===== src/rtl/onehot_encoder_reg.sv =====
// onehot_encoder_reg
//   Registered N-to-log2(N) encoder with a valid/ready handshake on both sides.
//   Returns the index of the lowest set bit of each accepted word. Any word that
//   is zero or has more than one bit set is flagged with err and also bumps a
//   saturating error counter.
//
//   Storage is one output register plus a one-entry skid register. Because of
//   the skid entry, x_ready depends only on enable and registered state and
//   never on y_ready.
//
// Ports
//   clk        single clock, rising edge
//   rst_n      asynchronous active-low reset
//   enable     0 blocks new input words; buffered words still drain
//   x          request vector (N bits)
//   x_valid    x carries a word
//   x_ready    block can accept a word this cycle
//   y          binary index of the lowest set bit (W bits)
//   err        word was not exactly one-hot (qualified by y_valid)
//   y_valid    y/err hold a word
//   y_ready    downstream consumes the word
//   err_count  saturating count of accepted non-one-hot words
module onehot_encoder_reg #(
    parameter int N         = 4,
    parameter int ERR_CNT_W = 8,
    localparam int W        = (N > 1) ? $clog2(N) : 1
) (
    input  logic                 clk,
    input  logic                 rst_n,
    input  logic                 enable,
    input  logic [N-1:0]         x,
    input  logic                 x_valid,
    output logic                 x_ready,
    output logic [W-1:0]         y,
    output logic                 err,
    output logic                 y_valid,
    input  logic                 y_ready,
    output logic [ERR_CNT_W-1:0] err_count
);

    typedef struct packed {
        logic [W-1:0] y;
        logic         err;
    } word_t;

    word_t enc;
    word_t skid;
    logic  s_valid;
    logic  onehot;
    logic  accept;
    logic  pop;

    // Scan from the top down so that the last hit is the lowest set bit.
    always_comb begin
        enc.y = '0;
        for (int i = N - 1; i >= 0; i--) begin
            if (x[i]) enc.y = W'(i);
        end
        // Exactly one bit set: nonzero, and clearing the lowest set bit leaves zero.
        onehot  = (x != '0) && ((x & (x - N'(1))) == '0);
        enc.err = ~onehot;
    end

    assign x_ready = enable & ~s_valid;
    assign accept  = x_valid & x_ready;
    assign pop     = y_valid & y_ready;

    always_ff @(posedge clk or negedge rst_n) begin
        if (!rst_n) begin
            y       <= '0;
            err     <= 1'b0;
            y_valid <= 1'b0;
            skid    <= '0;
            s_valid <= 1'b0;
        end else if (s_valid) begin
            // The skid is full, so x_ready is low and no accept can occur here.
            if (pop) begin
                y       <= skid.y;
                err     <= skid.err;
                s_valid <= 1'b0;
            end
        end else if (accept) begin
            if (!y_valid || pop) begin
                y       <= enc.y;
                err     <= enc.err;
                y_valid <= 1'b1;
            end else begin
                skid    <= enc;
                s_valid <= 1'b1;
            end
        end else if (pop) begin
            y_valid <= 1'b0;
        end
    end

    always_ff @(posedge clk or negedge rst_n) begin
        if (!rst_n) begin
            err_count <= '0;
        end else if (accept && !onehot && (err_count != '1)) begin
            err_count <= err_count + 1'b1;
        end
    end

endmodule


===== config.mk =====
export PLATFORM = sky130hd
export DESIGN_NAME = onehot_encoder_reg
export DESIGN_NICKNAME = d
export VERILOG_FILES = /design/src/rtl/onehot_encoder_reg.sv
export SDC_FILE = /design/constraint.sdc
export NUM_CORES = 1
export LEC_CHECK = 0
export CORE_MARGIN = 2
export CORE_UTILIZATION = 30
export DETAILED_ROUTE_END_ITERATION = 8
export HOLD_SLACK_MARGIN = 0.12
export PLACE_DENSITY = 0.64
export SETUP_SLACK_MARGIN = 0.4
export SKIP_CTS_REPAIR_TIMING = 1
export SYNTH_ARGS = -nofsm -noshare
export SYNTH_HDL_FRONTEND = slang
export SYNTH_SLANG_ARGS = --single-unit

===== constraint.sdc =====
create_clock -name clk -period 1.68 [get_ports clk]
set_input_delay 0.42 -clock clk [delete_from_list [all_inputs] [get_ports clk]]
set_output_delay 0.42 -clock clk [all_outputs]
set_load 0.02 [all_outputs]

* After elaboration in Yosys (flattened, before gate mapping) *
Cells that the tools add are included.

word-level totals
  flip-flop bits (word level) = 16
  input bits = 9
  output and inout port bits = 13

operators by class
  add/sub/neg operators = 2
  equality and inequality tests = 3
  mux-type cells = 19
  bitwise operators = 7
  reductions and logical operators = 14

operators with widths
  cell                   number
  $mux W2                8
  $mux W1                11
  $reduce_and A3 Y1      3
  $add A8 B1 Y8 const B  1
  $ne A8 B8 Y1 const B   1
  $reduce_bool A2 Y1     3
  $and A4 B4 Y4          1
  $logic_not A4 Y1       1
  $ne A2 B1 Y1 const B   2
  $reduce_bool A4 Y1     1
  $sub A4 B1 Y4 const B  1
  $and A1 B1 Y1          3
  $logic_and A1 B1 Y1    3
  $not A1 Y1             3
  $logic_not A1 Y1       2
  $logic_or A1 B1 Y1     1

* Depth between registers and ports, before layout *
  word-level depth = 8
  depth in mapped cells = 5
  gate-level depth less buffers = 5

* Least setup slack after synthesis *
No wires, ideal clock.

  path kind = input to register
  start point = input port x[3]
  end point = register err_count[1]
  data arrival time = 1.519 ns
  path slack = 0.036 ns
  stages on the path = 5
  path through = nor2b_1 -> a221o_1 -> buf_6 -> nor2_1 -> mux2_2

between the ends
  cells in the longest elaborated chain, start to end = 7

RTL lines
  element                             line  source
  start: declaration                  31    input logic [N-1:0] x,
  $sub A4 B1 Y4                       60    onehot = (x != '0) && ((x & (x - N'(1))) == '0);
  $and A4 B4 Y4                       60
  $logic_not A4 Y1                    60
  $logic_and A1 B1 Y1 *               60
  $logic_not A1 Y1 *                  99    end else if (accept && !onehot && (err_count != '1)) begin
  $logic_and A1 B1 Y1 * (2 in a row)  99
  end signal: assignment              100   err_count <= err_count + 1'b1;
  end: declaration                    38    output logic [ERR_CNT_W-1:0] err_count

Every way passes the cells marked *; elsewhere a longest branch is shown, timed or not.
A chain may end at the register's enable or synchronous reset.

* Worst setup path after layout *
  start point = register s_valid
  end point = register y[0]

between the ends
  cells in the longest elaborated chain, start to end = 5

RTL lines
  element                              line  source
  start: declaration                   48    logic s_valid;
  start signal: assignment             74    s_valid <= 1'b0;
  start signal: assignment             80    s_valid <= 1'b0;
  start signal: assignment             89    s_valid <= 1'b1;
  $not A1 Y1 (no source line)          n/a
  $and A1 B1 Y1                        64    assign x_ready = enable & ~s_valid;
  $and A1 B1 Y1                        65    assign accept = x_valid & x_ready;
  $reduce_bool A2 Y1 (no source line)  n/a
  $reduce_and A3 Y1 (no source line)   n/a
  end signal: assignment               78    y <= skid.y;
  end signal: assignment               84    y <= enc.y;
  end: declaration                     34    output logic [W-1:0] y,

Several ways; a longest one is shown, not always the timed one.

==> results.cfg <==
[run_status]
status = complete, no violations

[timing]
holdWs_ps = 437
clock_skew_ps = 2.53
worst_pin_slew_ps = 280
hold_viol_final = 0
rsz0062_at_grt = yes
tns_ps = 0
max-slew-margin-rel = 0.813
setup_viol = 0
min_period_ps = 1510
fmax_ghz = 0.662
slew_viol_final = 0
worst_slack_ps = 169
period_share = 0.899

[flow_run]
cap_viol_max_count = 0

[drt]
drt-wirelength-per-cell_um = 13.0
via_per_inst = 4.84
post-route-drc-count = 0
wirelength_um = 1960
first_pass_iters = 4
drt.antenna.violating_nets = 0
drt_iter0_markers = 10
vias = 731

[global_routing]
grt_usage = 0.118
use_met1 = 0.140
grt_pass1_vias = 668
antenna_found_initial = 0
grt_pass1_wl_um = 2950
met3_usage = 0.0276
grt_overflow = 0
grt_max_degree = 17
met2_usage = 0.196
top_usage_layer = met2

[worst_setup_path]
worstPathMaxFanout = 3
regToRegEndpoint = y[0]
slowest_stage = dfrtp_1
cp-end-kind = register
critPathLaunchType = register
criticalPathCategory = reg2reg
worstPathCellList = nand3b_1, buf_4, a21oi_1, buf_4, mux2_2
rrSetupSlack_ps = 170
cpMostUsedCell = buf_4
reg2reg_from = s_valid
rr_worst_depth = 5
slowest_delay_ps = 400
crit_arrival_ps = 1690
required_ps = 1860

[cells_and_area]
syn2layout_area_growth_pct = 66.2
finish.utilization = 0.513
nets = 131
antennaDiodeCount = 0
drive_above_1_share = 0.517
fillerInstances = 255

[floorplan]
die_height_um = 56.6
ios = 22
core_area_um2 = 2690
start_util = 0.309
die_x_um = 56.6
rows = 19
fp.dieArea_um2 = 3200

[logic_synthesis]
synth_edf_count = 0
yosys.area_share.adder = 0.0151
synth_cells = 75
yosysWarnings = 0
yosysMostFrequentCell = dfrtp_1
yosys-top-cells-area = dfrtp_1 (48%), mux2_2 (9.5%), xor2_1 (8.4%), nor4_2 (4.5%), mux2i_1 (2.4%)
synth_commonest_cells = dfrtp_1 (16), xor2_1 (8), mux2_2 (7), nand2_1 (5), nor2_1 (5)
yosys.area.top_type = dfrtp_1
synthXorXnorAreaFrac = 0.0845
synth-compound-area-share = 0.0664
synth_flop_cell = dfrtp_1
yosys.area_share.simple = 0.196
ys_types = 24
synth_seq_cells = 16
synth.avg_cell_area_um2 = 11.1
syn-cell-area_um2 = 830
muxShareOfSynthArea = 0.119
synth_top_family_by_area = simple AND/OR/NAND/NOR gates
syn-num-nets = 85
synth_seq_area_share = 0.483
async_reset_ff_frac = 1.00
synth_top_area_share = 0.483

[placement]
gp_congestion = 0.805
hpwl_um = 1280
pre_cts_slack_ps = -521
port_buffers = 21

[power]
p_per_area_nw_per_um2 = 1340
p_leak_nw = 0.675
peakVddDrop_uv = 803
p_total_mw = 1.85

[hold_path]
hold_class = in2async

[cts]
root_buffer = clkbuf_4
clkLatencyLatePin_ps = 290
path_clk_slew_ps = 100
cts_buffers = 3
cts_tree = yes
cts_buffer_depth = 2
htree_levels = 1
numClockSinks = 16
-- power by group --
part	total, mW	switching (mW)	internal [mW]
logic	0.967	0.453	0.514
registers	0.666	0.133	0.533
clock network	0.216	0.124	0.0922
total	1.85	0.709	1.14
-- worst max path at each step --
stage	from	to	slack (ps)	depth (start not counted)
after floorplan	x[0]	err_count[1]	170	5
after global placement	x[0]	err_count[7]	-430	5
after detailed placement	x[2]	err	-520	5
after CTS	enable	x_ready	-390	3
after global routing	s_valid	err_count[5]	70	5
final	s_valid	y[0]	170	5
-- through the flow --
stage / cell area [um2] / cells
after detailed placement: 1220 / 138
after global placement: 1220 / 138
after CTS: 1240 / 142
final: 1380 / 151
after global routing: 1380 / 151
after floorplan: 895 / 75
-- flip-flops by register name (all words and copies together), names as in the netlist --
| name | count |
|---|---|
| err | 1 |
| y_valid | 1 |
| skid | 3 |
| s_valid | 1 |
| err_count | 8 |
| y | 2 |
-- critical path: cells and delay by family, from the launching register on --
kind	cells	cell delay (ps)
AOI/OAI and AO/OA	1	140
DFF	1	400
buffers and inverters	2	320
and+or+nand+nor	1	220
muxes	1	320
-- cells in the final DEF, fill, tap and decap left out, types with 2 or more instances in the layout --
| cell | instances |
|---|---|
| inv_1 | 4 |
| dfrtp_2 | 4 |
| xor2_1 | 7 |
| nor3_1 | 4 |
| clkdlybuf4s50_1 | 2 |
| clkbuf_2 | 4 |
| buf_4 | 19 |
| o21ai_0 | 2 |
| nand3_1 | 3 |
| mux2_4 | 3 |
| mux2_2 | 4 |
| clkbuf_4 | 4 |
| dlymetal6s2s_1 | 4 |
| nor4_4 | 3 |
| mux2i_1 | 2 |
| a21oi_1 | 2 |
| nand2_1 | 5 |
| buf_6 | 11 |
| dfrtp_1 | 12 |
| nor2_1 | 4 |
-- routing by layer --
layer | up-vias | routed length, um
met5 | - | 0
met2 | 15 | 1040
met3 | 0 | 92
met4 | 0 | 0
met1 | 355 | 826
li1 | 361 | -
-- cell type report --
type                            count  area, um2  share of cell area
Tap cell                           31       38.8              0.0281
Clock buffer                        4       26.3              0.0191
Timing Repair Buffer               42        369               0.268
Multi-Input combinational cell     54        524               0.380
Sequential cell                    16        405               0.294
Inverter                            4       15.0              0.0109
-- cells by family after synthesis --
family / Yosys count
compound gates: 8
simple gates: 27
fa+ha+maj: 1
xor+xnor: 8
flops: 16
buf+inv: 6
mux: 9
No activity file was read; power rests on OpenSTA's default activity.
